==> src/rtl/mode_counter_if.sv <==
// Control and status bundle for mode_counter: step/load/clear controls in, count and flags out.
// Master drives controls and observes status; slave is the counter itself.
interface mode_counter_if #(
    parameter int unsigned WIDTH = 4
);
    logic             en;
    logic             up;
    logic [1:0]       mode;
    logic             load;
    logic [WIDTH-1:0] load_val;
    logic             clr;
    logic [WIDTH-1:0] count;
    logic             tc;
    logic             ovf;
    logic             done;

    modport master (
        output en, up, mode, load, load_val, clr,
        input  count, tc, ovf, done
    );

    modport slave (
        input  en, up, mode, load, load_val, clr,
        output count, tc, ovf, done
    );
endinterface

==> src/rtl/mode_counter.sv <==
// mode_counter: up/down counter over 0..MAX_VAL with wrap/saturate/one-shot modes, tc pulse, sticky ovf/done.
// Latency: count and flags register on the edge that samples the inputs; no combinational input-to-output path.
// Backpressure: none (en every cycle); COUNTER_PRESCALE_EN adds a step divider of PRESCALE enabled cycles.
module mode_counter #(
    parameter int unsigned      WIDTH    = 4,
    parameter logic [WIDTH-1:0] MAX_VAL  = {WIDTH{1'b1}},
    parameter logic [WIDTH-1:0] RST_VAL  = '0,
    parameter int unsigned      PRESCALE = 4
) (
    input logic           clk,
    input logic           rst,
    mode_counter_if.slave bus
);

    typedef enum logic {
        RUN  = 1'b0,
        HOLD = 1'b1
    } state_t;

    localparam logic [1:0] MODE_SAT     = 2'b01;
    localparam logic [1:0] MODE_ONESHOT = 2'b10;

    if (WIDTH < 1 || WIDTH > 32) begin : g_bad_width
        $error("mode_counter: WIDTH must be 1..32");
    end
    if (RST_VAL > MAX_VAL) begin : g_bad_rst_val
        $error("mode_counter: RST_VAL exceeds MAX_VAL");
    end
    if (PRESCALE < 1) begin : g_bad_prescale
        $error("mode_counter: PRESCALE must be >= 1");
    end

    state_t           state, state_nx;
    logic [WIDTH-1:0] count_q, count_nx;
    logic             tc_q, tc_nx;
    logic             ovf_q, ovf_nx;
    logic             done_q, done_nx;
    logic             step;
    logic             at_bound;
    logic [WIDTH-1:0] load_clamped;

`ifdef COUNTER_PRESCALE_EN
    localparam int unsigned  PW       = (PRESCALE > 1) ? $clog2(PRESCALE) : 1;
    localparam logic [PW-1:0] PRE_LAST = PW'(PRESCALE - 1);
    logic [PW-1:0] presc_q, presc_nx;
`endif

    assign load_clamped = (bus.load_val > MAX_VAL) ? MAX_VAL : bus.load_val;
    // Bound is checked before stepping so MAX_VAL = all-ones never overflows WIDTH.
    assign at_bound     = bus.up ? (count_q == MAX_VAL) : (count_q == '0);

    always_ff @(posedge clk or negedge rst) begin
        if (!rst) begin
            state   <= RUN;
            count_q <= RST_VAL;
            tc_q    <= 1'b0;
            ovf_q   <= 1'b0;
            done_q  <= 1'b0;
`ifdef COUNTER_PRESCALE_EN
            presc_q <= '0;
`endif
        end else begin
            state   <= state_nx;
            count_q <= count_nx;
            tc_q    <= tc_nx;
            ovf_q   <= ovf_nx;
            done_q  <= done_nx;
`ifdef COUNTER_PRESCALE_EN
            presc_q <= presc_nx;
`endif
        end
    end

    always_comb begin
        state_nx = state;
        count_nx = count_q;
        tc_nx    = 1'b0;
        ovf_nx   = ovf_q;
        done_nx  = done_q;
        step     = 1'b0;
`ifdef COUNTER_PRESCALE_EN
        presc_nx = presc_q;
`endif

        if (bus.clr) begin
            count_nx = RST_VAL;
            ovf_nx   = 1'b0;
            done_nx  = 1'b0;
            state_nx = RUN;
`ifdef COUNTER_PRESCALE_EN
            presc_nx = '0;
`endif
        end else if (bus.load) begin
            count_nx = load_clamped;
            done_nx  = 1'b0;
            state_nx = RUN;
`ifdef COUNTER_PRESCALE_EN
            presc_nx = '0;
`endif
        end else if (bus.en && state == RUN) begin
`ifdef COUNTER_PRESCALE_EN
            if (presc_q == PRE_LAST) begin
                presc_nx = '0;
                step     = 1'b1;
            end else begin
                presc_nx = presc_q + PW'(1);
            end
`else
            step = 1'b1;
`endif
        end

        if (step) begin
            if (!at_bound) begin
                count_nx = bus.up ? count_q + WIDTH'(1) : count_q - WIDTH'(1);
            end else begin
                tc_nx = 1'b1;
                case (bus.mode)
                    MODE_SAT: begin
                        ovf_nx = 1'b1;
                    end
                    MODE_ONESHOT: begin
                        done_nx  = 1'b1;
                        state_nx = HOLD;
                    end
                    default: begin
                        ovf_nx   = 1'b1;
                        count_nx = bus.up ? '0 : MAX_VAL;
                    end
                endcase
            end
        end
    end

    assign bus.count = count_q;
    assign bus.tc    = tc_q;
    assign bus.ovf   = ovf_q;
    assign bus.done  = done_q;

endmodule
==> src/flat_wrapper.sv <==
// flat-port wrapper written by rule: the top's interface ports become plain ports
module mode_counter_flat 
#(
    parameter int unsigned      WIDTH    = 4,
    parameter logic [WIDTH-1:0] MAX_VAL  = {WIDTH{1'b1}},
    parameter logic [WIDTH-1:0] RST_VAL  = '0,
    parameter int unsigned      PRESCALE = 4
)
  (clk, rst, bus_en, bus_up, bus_mode, bus_load, bus_load_val, bus_clr, bus_count, bus_tc, bus_ovf, bus_done);
  mode_counter_if #(.WIDTH(WIDTH)) bus_i ();
  input logic clk;
  input logic rst;
  input wire logic [$bits(bus_i.en)-1:0] bus_en;
  input wire logic [$bits(bus_i.up)-1:0] bus_up;
  input wire logic [$bits(bus_i.mode)-1:0] bus_mode;
  input wire logic [$bits(bus_i.load)-1:0] bus_load;
  input wire logic [$bits(bus_i.load_val)-1:0] bus_load_val;
  input wire logic [$bits(bus_i.clr)-1:0] bus_clr;
  output wire logic [$bits(bus_i.count)-1:0] bus_count;
  output wire logic [$bits(bus_i.tc)-1:0] bus_tc;
  output wire logic [$bits(bus_i.ovf)-1:0] bus_ovf;
  output wire logic [$bits(bus_i.done)-1:0] bus_done;
  assign bus_i.en = bus_en;
  assign bus_i.up = bus_up;
  assign bus_i.mode = bus_mode;
  assign bus_i.load = bus_load;
  assign bus_i.load_val = bus_load_val;
  assign bus_i.clr = bus_clr;
  assign bus_count = bus_i.count;
  assign bus_tc = bus_i.tc;
  assign bus_ovf = bus_i.ovf;
  assign bus_done = bus_i.done;
  mode_counter #(.WIDTH(WIDTH), .MAX_VAL(MAX_VAL), .RST_VAL(RST_VAL), .PRESCALE(PRESCALE)) u_core (.clk(clk), .rst(rst), .bus(bus_i));
endmodule
==> config.mk <==
export PLATFORM = sky130hd
export DESIGN_NAME = mode_counter_flat
export DESIGN_NICKNAME = d
export VERILOG_FILES = /design/src/rtl/mode_counter_if.sv /design/src/rtl/mode_counter.sv /design/src/flat_wrapper.sv
export SDC_FILE = /design/constraint.sdc
export NUM_CORES = 1
export LEC_CHECK = 0
export CAP_MARGIN = 20
export CORE_MARGIN = 2
export CORE_UTILIZATION = 37
export CTS_CLUSTER_DIAMETER = 120
export DETAILED_ROUTE_END_ITERATION = 16
export GPL_TIMING_DRIVEN = 0
export PLACE_DENSITY_LB_ADDON = 0.05
export SYNTH_ARGS = -nofsm -noshare
export SYNTH_HDL_FRONTEND = slang
export SYNTH_SLANG_ARGS = --single-unit
export TNS_END_PERCENT = 10
==> constraint.sdc <==
create_clock -name clk -period 1.9 [get_ports clk]
set_clock_uncertainty 0.1 [all_clocks]
set_input_delay 0.38 -clock clk [delete_from_list [all_inputs] [get_ports clk]]
set_output_delay 0.38 -clock clk [all_outputs]
set_load 0.05 [all_outputs]
==> key figures, run 1 <==
Run status
  • Outcome: finished, violations left
  • Failing checks: negative setup slack

Clocking
  • CTS tree: done
  • Clock Pin Slew Worst Setup and Hold Paths: 0.06 ns
  • Worst-Skew Late Latency: around 0.25 ns
  • CTS H-tree lvls: 1
  • CTS Buf Count: 3
  • CTS Hold Buffers Added: 0
  • Num Clock Sinks: 8
  • Clock Root Buffer: clkbuf_4
  • Longest Clk Path Bufs: 2

Critical path
  • Worst EP arrival: 1.99 ns
  • Worst Path Max Fanout: 8
  • CP required: 1.97 ns
  • CP Launch Type: register
  • Critical Path Sink Type: register
  • Setup CP Type: reg -> reg

Global routing
  • Vias in the first global route: 435
  • Global-route wire length before repair: about 1900 um
  • Largest net degree at the start of global routing: 9
  • Total GRT Usage: 0.1820
  • Grt total ovfl: 0
  • Initial antenna violation count: 0

Placed design
  • Hpwl dp: 918 um
  • GPL Wtd Cong: 0.6877
  • Buffers added on ports: 17

STA
  • Final worst slack: -0.01320 ns
  • RSZ-0062 raised after global routing: yes
  • Setup violators final: 2
  • Rel. slew slack: 0.6656
  • Crit share post-route: 1.007
  • Worst-Margin Slew: between 0.5 and 0.6 ns
  • F_max: 522.7 MHz
  • Slew Limit Fails: 0
  • Final hold violation count: 0
  • Post-layout minimum cycle time: 1.913 ns
  • Setup TNS: -0.02266 ns

Logic synthesis
  • Adder-cell share of the synthesized area: 0.1136
  • Most frequent cells after synthesis: dfrtp_1, mux2i_1, nor2_1
  • Post-synth top area cell: dfrtp_1
  • EDFF count, synth: 0
  • Top cell type's share of synthesized area: 0.3951
  • Largest family of logic cells by synthesized area: compound AO/OA/AOI/OAI gates
  • Yosys reg bits: 8
  • Yosys warning count: 0
  • Primary FF master, synth: dfrtp_1
  • Netlist cell types: 24
  • Compound-gate portion of the synthesized area: 0.2173
  • Mux cell area share after synthesis: 0.07901
  • Top cells by area, synth: dfrtp_1, mux2i_1, ha_1
  • Xor/xnor cell area share of the yosys netlist: 0.03457
  • Sequential area share after synthesis: 0.3951
  • Most common cell in the netlist: dfrtp_1
  • Synth Net Count: 62
  • Synthesized area: 506.7 um^2
  • Post-Syn Instances: 46
  • Syn Area/Cell: 11.02 um^2
  • Fraction of registers with async set/reset: 1.000
  • Synth Area in Simple Gates: 0.1284

Routing
  • Wl on met1: ~570 um
  • WL met3: 64 um
  • Drt first-iter violations: 8
  • Met2 wire length: 654 um
  • Drt drc: 0
  • Antenna viol nets, final: 0
  • Highest Signal Layer: met3
  • Vias: between 400 and 500
  • WL final: 1287 um
  • Drt wl/cell: 14.79 um
  • Vias/cell: 5.655
  • DR pass1 iterations: 2

Cells and area
  • Fill count: 118
  • N_diodes: 0
  • Nets@finish: 89
  • Layout Area Growth over Synthesis: 55.56%
  • Share of cells above drive strength 1: 0.2778

Die
  • Core area: 1285 um^2
  • Die X-Extent: 41.01 um
  • I/O Pins: 19
  • Initial Util: 0.3944
  • Die Ht: ~41 um
  • Die ar.: 1681 um^2
  • Rows: 13

Hold path
  • Hold WC Path Type: in -> async

Job
  • Max cap viols: 0

Pwr
  • Total Power: between 500 and 600 uW
  • Pwr dens: 688.7 nW/um^2
  • Leakage: 0.3947 nW
  • Worst VDD drop: between 0.4 and 0.5 mV
[final cells by class]
type / instances / area, um^2 / area share
timing repair buffer: 22 / 202.7 / 0.2571
inverter: 3 / 11.26 / 0.01429
clock buffer: 4 / 26.28 / 0.03333
buffer: 1 / 5.005 / 0.006349
tap: 15 / 18.77 / 0.02381
multi-input combinational: 34 / 320.3 / 0.4063
sequential: 8 / 203.9 / 0.2587
[worst max-delay path, cell delays in order (launching register included)]
cell and delay [ns]:
dfrtp_2 0.44, or4_4 0.53, o22a_4 0.29, nor3b_4 0.25, a21oi_1 0.08, o22ai_1 0.15
[path summary, 6_finish.rpt]
kind	start	slack, ns	endpoint	cells past startpoint
min reg2reg	u_core.bus.done	0.41	u_core.bus.done	1
min	rst	0.30	u_core.bus.done	1
max	u_core.bus.count[1]	-0.01	u_core.bus.count[2]	5
max in group asynchronous	rst	1.11	u_core.bus.count[1]	1
min in group clk	u_core.bus.done	0.41	u_core.bus.done	1
max reg2reg	u_core.bus.count[1]	-0.01	u_core.bus.count[2]	5
[sequential cells by signal (all words and copies together) (netlist names)]
register and flops:
u_core.bus.tc 1, u_core.bus.ovf 1, u_core.bus.count 4, u_core.bus.done 1, u_core.state 1
[placed cells by master (no fill, tap or decap), types with 2 or more instances in the layout]
master | Yosys | routed
a22o_1 | 2 | 2
clkdlybuf4s50_1 | 0 | 10
o22ai_1 | 2 | 2
dlygate4sd2_1 | 0 | 4
inv_1 | 3 | 3
o32ai_1 | 2 | 2
mux2i_1 | 4 | 4
buf_4 | 0 | 5
nor2_1 | 4 | 4
a21oi_1 | 3 | 2
clkbuf_4 | 0 | 3
dlymetal6s2s_1 | 0 | 2
ha_1 | 3 | 2
dfrtp_1 | 8 | 5
dfrtp_2 | 0 | 3
[cell families after synthesis]
kind of cell / count (synthesis)
compound gates: 14
xor+xnor: 2
fa+ha+maj: 4
buf+inv: 4
flops: 8
mux: 4
simple gates: 10
[per-layer routing]
metal,global-route usage,vias up
li1,-,233
met1,0.2169,246
met2,0.2813,13
met3,0.08152,0
met4,0.07500,0
met5,0,-
[report_power, final]
part | internal, mW | switching, mW | leakage [nW]
clock | 0.0806 | 0.0624 | 0.0150
sequential | 0.183 | 0.0172 | 0.104
combinational | 0.0906 | 0.109 | 0.276
total | 0.354 | 0.189 | 0.395
[per-stage QoR]
stage | worst slack (ns) | util | hold slack, ns | area [um^2] | instances
2_1_floorplan | -0.05181 | - | -0.01559 | 530.5 | 46
3_3_place_gp | -0.5842 | 0.5599 | 0.3836 | 719.4 | 78
3_5_place_dp | -0.6024 | 0.5599 | 0.3828 | 719.4 | 78
4_1_cts | -0.05811 | 0.5764 | 0.3068 | 740.7 | 82
5_1_grt | -0.1008 | 0.6134 | 0.2995 | 788.3 | 87
6_report | -0.01320 | 0.6134 | 0.3006 | 788.3 | 87
[repair_timing]
item                                    4_1_cts  5_1_grt
endpoints found under the setup margin       11        6
buffers inserted                              0        5
resized for setup                             6        5
pin swaps                                     0        4
No activity file was read; power rests on OpenSTA's default activity.
==> inputs of run 2 (changes only) <==
--- a/config.mk
+++ b/config.mk
@@ -5,9 +5,10 @@
 export SDC_FILE = /design/constraint.sdc
 export NUM_CORES = 1
 export LEC_CHECK = 0
+export ABC_AREA = 1
 export CAP_MARGIN = 20
 export CORE_MARGIN = 2
-export CORE_UTILIZATION = 37
+export CORE_UTILIZATION = 40
 export CTS_CLUSTER_DIAMETER = 120
 export DETAILED_ROUTE_END_ITERATION = 16
 export GPL_TIMING_DRIVEN = 0
@@ -15,4 +16,4 @@
 export SYNTH_ARGS = -nofsm -noshare
 export SYNTH_HDL_FRONTEND = slang
 export SYNTH_SLANG_ARGS = --single-unit
-export TNS_END_PERCENT = 10
+export TNS_END_PERCENT = 1
==> key figures, run 2 <==
Run status
  • Outcome: finished clean

STA
  • Crit share post-route: 0.9620
  • RSZ-0062 raised after global routing: no
  • Final hold violation count: 0
  • Rel. slew slack: 0.6644
  • F_max: 547.1 MHz
  • Setup TNS: 0 ns
  • Post-layout minimum cycle time: 1.828 ns
  • Final worst slack: 0.07222 ns
  • Slew Limit Fails: 0
  • Setup violators final: 0
  • Worst-Margin Slew: 0.5026 ns

Routing
  • Antenna viol nets, final: 0
  • Drt drc: 0
  • Drt wl/cell: 10.66 um
  • Vias: approximately 670
  • WL final: 1439 um
  • DR pass1 iterations: 4
  • Vias/cell: 4.948
  • Drt first-iter violations: 16

Die
  • Initial Util: 0.4294
  • Die ar.: approximately 2000 um^2
  • Die X-Extent: ~44 um
  • Die Ht: 44.45 um
  • Rows: 14
  • Core area: 1524 um^2
  • I/O Pins: 19

Global routing
  • Grt total ovfl: 0
  • Largest net degree at the start of global routing: 9
  • Global-route wire length before repair: about 2400 um
  • Initial antenna violation count: 0
  • Total GRT Usage: 0.1667
  • Vias in the first global route: 612

Logic synthesis
  • Netlist cell types: 17
  • Most common cell in the netlist: nand2_1
  • Post-synth top area cell: dfrtp_1
  • Synthesized area: between 600 and 700 um^2
  • Top cell type's share of synthesized area: 0.3059
  • Syn Area/Cell: 6.677 um^2
  • Yosys reg bits: 8
  • Top cells by area, synth: dfrtp_1, nand2_1, nand3_1
  • Mux cell area share after synthesis: 0
  • Post-Syn Instances: 98
  • EDFF count, synth: 0
  • Most frequent cells after synthesis: nand2_1, nand3_1, inv_1
  • Xor/xnor cell area share of the yosys netlist: 0.01338
  • Synth Area in Simple Gates: 0.4589
  • Sequential area share after synthesis: 0.3059
  • Primary FF master, synth: dfrtp_1
  • Largest family of logic cells by synthesized area: simple AND/OR/NAND/NOR gates
  • Yosys warning count: 0
  • Fraction of registers with async set/reset: 1.000
  • Synth Net Count: 114
  • Compound-gate portion of the synthesized area: 0.05736
  • Adder-cell share of the synthesized area: 0.08795

Cells and area
  • Largest register FFs: 4
  • Share of cells above drive strength 1: 0.1261
  • Layout Area Growth over Synthesis: 36.14%
  • Fin util: 0.5846
  • Fill count: 149
  • Post-route cell area: 890.9 um^2
  • Most common library cell in the layout ignoring fill and taps: nand2_1
  • Most frequent cells in the layout: nand2_1, nand3_1, clkdlybuf4s50_1, inv_1, dfrtp_1
  • Nets@finish: roughly 140
  • Multi-input gate area: between 400 and 500 um^2
  • FF/Latch Area: 200.2 um^2
  • N_diodes: 0

Critical path
  • Crit-path cells: clkdlybuf4s50_1
  • Worst EP arrival: 1.35 ns
  • Reg-to-Reg End: u_core.bus.count[2]
  • Slowest CP cell: clkdlybuf4s50_1
  • Top delay family on crit path: buffers and inverters
  • CP peak stage delay: 0.79 ns
  • Crit path buffers/inverters: 1
  • Worst Path Max Fanout: 1
  • CP startpoint: u_core.bus.tc
  • CP Launch Type: register
  • Critical Path Sink Type: output port
  • R2R Setup Slk: 0.35 ns
  • CP required: roughly 1.4 ns
  • R2R Path Start: u_core.bus.count[0]
  • Reg2Reg Depth: 6
  • Setup CP Type: reg -> out

Clocking
  • Clock Root Buffer: clkbuf_4
  • CTS Buf Count: 3
  • Clock Pin Slew Worst Setup and Hold Paths: ~0.060 ns
  • CTS tree: done
  • Longest Clk Path Bufs: 2
  • CTS H-tree lvls: 1
  • Worst-Skew Late Latency: roughly 0.25 ns
  • CTS Hold Buffers Added: 0
  • Num Clock Sinks: 8

Pwr
  • Pwr dens: 603.1 nW/um^2
  • Worst VDD drop: 0.4394 mV
  • Leakage: approximately 0.52 nW
  • Total Power: 537.2 uW

Job
  • Max cap viols: 0

Placed design
  • Buffers added on ports: 18
  • Post-Place Worst Slack: -0.2580 ns
  • GPL Wtd Cong: 0.8250
  • Hpwl dp: 1150 um
  • Placed inst area: around 850 um^2

Hold path
  • Hold WC Path Type: in -> async
[run 2: kinds of logic (layout without fill, tap and decap cells)]
group / after synthesis / after routing
AOI/OAI and AO/OA: 6 / 6
xor gates and xnor gates: 1 / 1
adders and majority gates: 4 / 4
buffers and inverters: 13 / 34
DFF: 8 / 8
and+or+nand+nor: 66 / 66
[run 2: repair_timing]
item / in CTS / in global routing
endpoints found under the setup margin: 5 / 4
gates resized for setup: 5 / 4
setup buffers: 0 / 0
cloned: 0 / 0
[run 2: worst max path at each step]
stage                                to  slack, ns  cells after the start
floorplan           u_core.bus.count[2]       0.23                      6
global placement    u_core.bus.count[3]      -0.22                      9
detailed placement  u_core.bus.count[3]      -0.26                      9
CTS                             bus_ovf      0.002                      1
global route               bus_count[0]       0.01                      1
finish                           bus_tc       0.07                      1
[run 2: area by class of cell]
cell class | count | area share
Timing Repair Buffer | 18 | 0.2037
Multi-Input combinational cell | 77 | 0.4677
Sequential cell | 8 | 0.2247
Inverter | 13 | 0.05618
Clock buffer | 3 | 0.02528
Tap cell | 16 | 0.02247
[run 2: metrics by stage]
step | hold slack (ns) | instances
floorplan | -0.01559 | 98
finish | 0.3068 | 135
global placement | 0.3643 | 132
CTS | 0.3135 | 135
detailed placement | 0.3662 | 132
global route | 0.3250 | 135
[run 2: power breakdown]
group	internal, mW	leakage [nW]	total [mW]	switching (mW)
clock network	0.0723	0.0138	0.130	0.0576
logic	0.0804	0.395	0.204	0.123
registers	0.181	0.108	0.204	0.0224
[run 2: layer usage]
metal	wire length (um)	part of all wire	vias up	track usage
met4	5	0.0035	0	0.07273
met3	73	0.051	2	0.02449
met5	0	0	-	0
li1	-	-	353	-
met2	723	0.50	19	0.2853
met1	637	0.44	294	0.2072
==> inputs of run 3 (changes only) <==
--- a/config.mk
+++ b/config.mk
@@ -10,8 +10,10 @@
 export CORE_MARGIN = 2
 export CORE_UTILIZATION = 40
 export CTS_CLUSTER_DIAMETER = 120
+export CTS_CLUSTER_SIZE = 12
 export DETAILED_ROUTE_END_ITERATION = 16
 export GPL_TIMING_DRIVEN = 0
+export MAX_ROUTING_LAYER = met4
 export PLACE_DENSITY_LB_ADDON = 0.05
 export SYNTH_ARGS = -nofsm -noshare
 export SYNTH_HDL_FRONTEND = slang
==> key figures, run 3 (same netlist as run 2, synthesis figures left out) <==
Run status
  • Outcome: finished clean

STA
  • RSZ-0062 raised after global routing: no
  • Slew Limit Fails: 0
  • Final hold violation count: 0
  • Worst-Margin Slew: approximately 0.50 ns
  • Crit share post-route: 0.9620
  • Setup violators final: 0
  • F_max: 547.1 MHz
  • Rel. slew slack: 0.6644
  • Post-layout minimum cycle time: 1.828 ns

Pwr
  • Logic pwr share: 0.379
  • Clk pwr share: 0.242
  • Sequential power share: 0.379
  • Internal Pwr Total: 333.8 uW
  • Switching Share: 0.3789
  • NetSw: 203.7 uW
  • Leakage: 0.5163 nW
  • Worst VDD drop: 0.4394 mV
  • Pwr dens: 603.4 nW/um^2

Clocking
  • Worst-Skew Late Latency: 0.25 ns
  • Clock Pin Slew Worst Setup and Hold Paths: 0.06 ns
  • Clock Root Buffer: clkbuf_4
  • CTS H-tree lvls: 1
  • Longest Clk Path Bufs: 2
  • CTS Buf Count: 3
  • Num Clock Sinks: 8
  • CTS tree: done

Cells and area
  • Largest register FFs: 4
  • Layout Area Growth over Synthesis: 36.14%
  • Fin util: 0.5846
  • Nets@finish: 137
  • Most common library cell in the layout ignoring fill and taps: nand2_1
  • Most frequent cells in the layout: nand2_1, nand3_1, clkdlybuf4s50_1, inv_1, dfrtp_1
  • Share of cells above drive strength 1: 0.1261
  • Post-route non-filler standard cell count: 135
  • N_diodes: 0
  • Fill count: 149

Critical path
  • CP Launch Type: register
  • Setup CP Type: reg -> out
  • Crit-path cells: clkdlybuf4s50_1
  • Crit path buffers/inverters: 1
  • Worst Path Max Fanout: 1
  • Worst EP arrival: roughly 1.4 ns
  • CP required: 1.42 ns
  • Reg2Reg Depth: 6
  • Top delay family on crit path: buffers and inverters
  • Crit path depth: 1
  • R2R Setup Slk: 0.35 ns
  • CP peak stage delay: 0.79 ns
  • Critical Path Sink Type: output port
  • Slowest CP cell: clkdlybuf4s50_1

Placed design
  • # placed instances: 132
  • GPL Wtd Cong: 0.8375
  • Hpwl dp: 1150 um
  • Buffers added on ports: 18

Routing
  • Drt wl/cell: 10.67 um
  • DR pass1 iterations: 4
  • Drt drc: 0
  • Vias/cell: 4.956
  • Vias: ~670
  • WL final: 1441 um
  • Drt first-iter violations: 16
  • Antenna viol nets, final: 0

Global routing
  • Initial antenna violation count: 0
  • Total GRT Usage: 0.1718
  • Grt total ovfl: 0
  • Global-route wire length before repair: 2428 um
  • Largest net degree at the start of global routing: 9
  • Vias in the first global route: 612

Die
  • Die Ht: between 40 and 50 um
  • I/O Pins: 19
  • Die ar.: between 1500 and 2000 um^2
  • Core area: 1524 um^2
  • Initial Util: 0.4294
  • Die X-Extent: between 40 and 50 um
  • Rows: 14

Hold path
  • Hold WC Path Type: in -> async

Job
  • Max cap viols: 0
[run 3: cell counts in the layout (fill, tap and decap cells not counted)]
Identical to the previous run, type by type.
[run 3: final timing paths]
kind / end / start
min: u_core.bus.count[2] / rst
min in group clk: u_core.state / u_core.state
max in group asynchronous: u_core.bus.done / rst
min reg2reg: u_core.state / u_core.state
max reg2reg: u_core.bus.count[2] / u_core.bus.count[0]
max: bus_tc / u_core.bus.tc
[run 3: through the flow]
step | total power [mW] | worst slack (ns) | hold slack, ns | cell area (um^2) | setup TNS [ns]
floorplan | 0.3366 | 0.2297 | -0.01559 | 654.4 | 0
global placement | 0.4084 | -0.2232 | 0.3643 | 854.6 | -0.4759
detailed placement | 0.4119 | -0.2580 | 0.3662 | 854.6 | -0.5325
CTS | 0.5351 | 0.002263 | 0.3135 | 872.1 | 0
global route | 0.5788 | 0.01013 | 0.3250 | 890.9 | 0
finish | 0.5375 | 0.07222 | 0.3063 | 890.9 | 0
[run 3: power groups by stage]
stage                     clock [mW]  sequential, mW  combinational, mW
after global placement             0           0.207              0.202
after floorplan                    0           0.239             0.0979
after detailed placement           0           0.206              0.206
after global routing           0.147           0.207              0.225
final                          0.130           0.204              0.204
after CTS                      0.131           0.203              0.201
[run 3: repair_timing]
| item | 4_1_cts | 5_1_grt |
|---|---|---|
| pin swaps | 0 | 0 |
| gates resized for setup | 5 | 4 |
| gates cloned | 0 | 0 |
| setup endpoints to repair | 5 | 4 |
| setup buffers | 0 | 0 |
| hold buffers | 0 | 0 |
[run 3: area by class of cell]
class                           count  area (um^2)  share of cell area
Tap cell                           16        20.02             0.02247
Sequential cell                     8        200.2              0.2247
Clock buffer                        3        22.52             0.02528
Multi-Input combinational cell     77        416.7              0.4677
Inverter                           13        50.05             0.05618
Timing Repair Buffer               18        181.4              0.2037
[run 3: routing by layer]
| metal | vias to the layer above | track usage | part of all wire |
|---|---|---|---|
| li1 | 353 | - | - |
| met1 | 297 | 0.2072 | 0.45 |
| met2 | 17 | 0.2853 | 0.50 |
| met3 | 2 | 0.02449 | 0.038 |
| met4 | 0 | 0.07273 | 0.0035 |
| met5 | - | - | 0 |
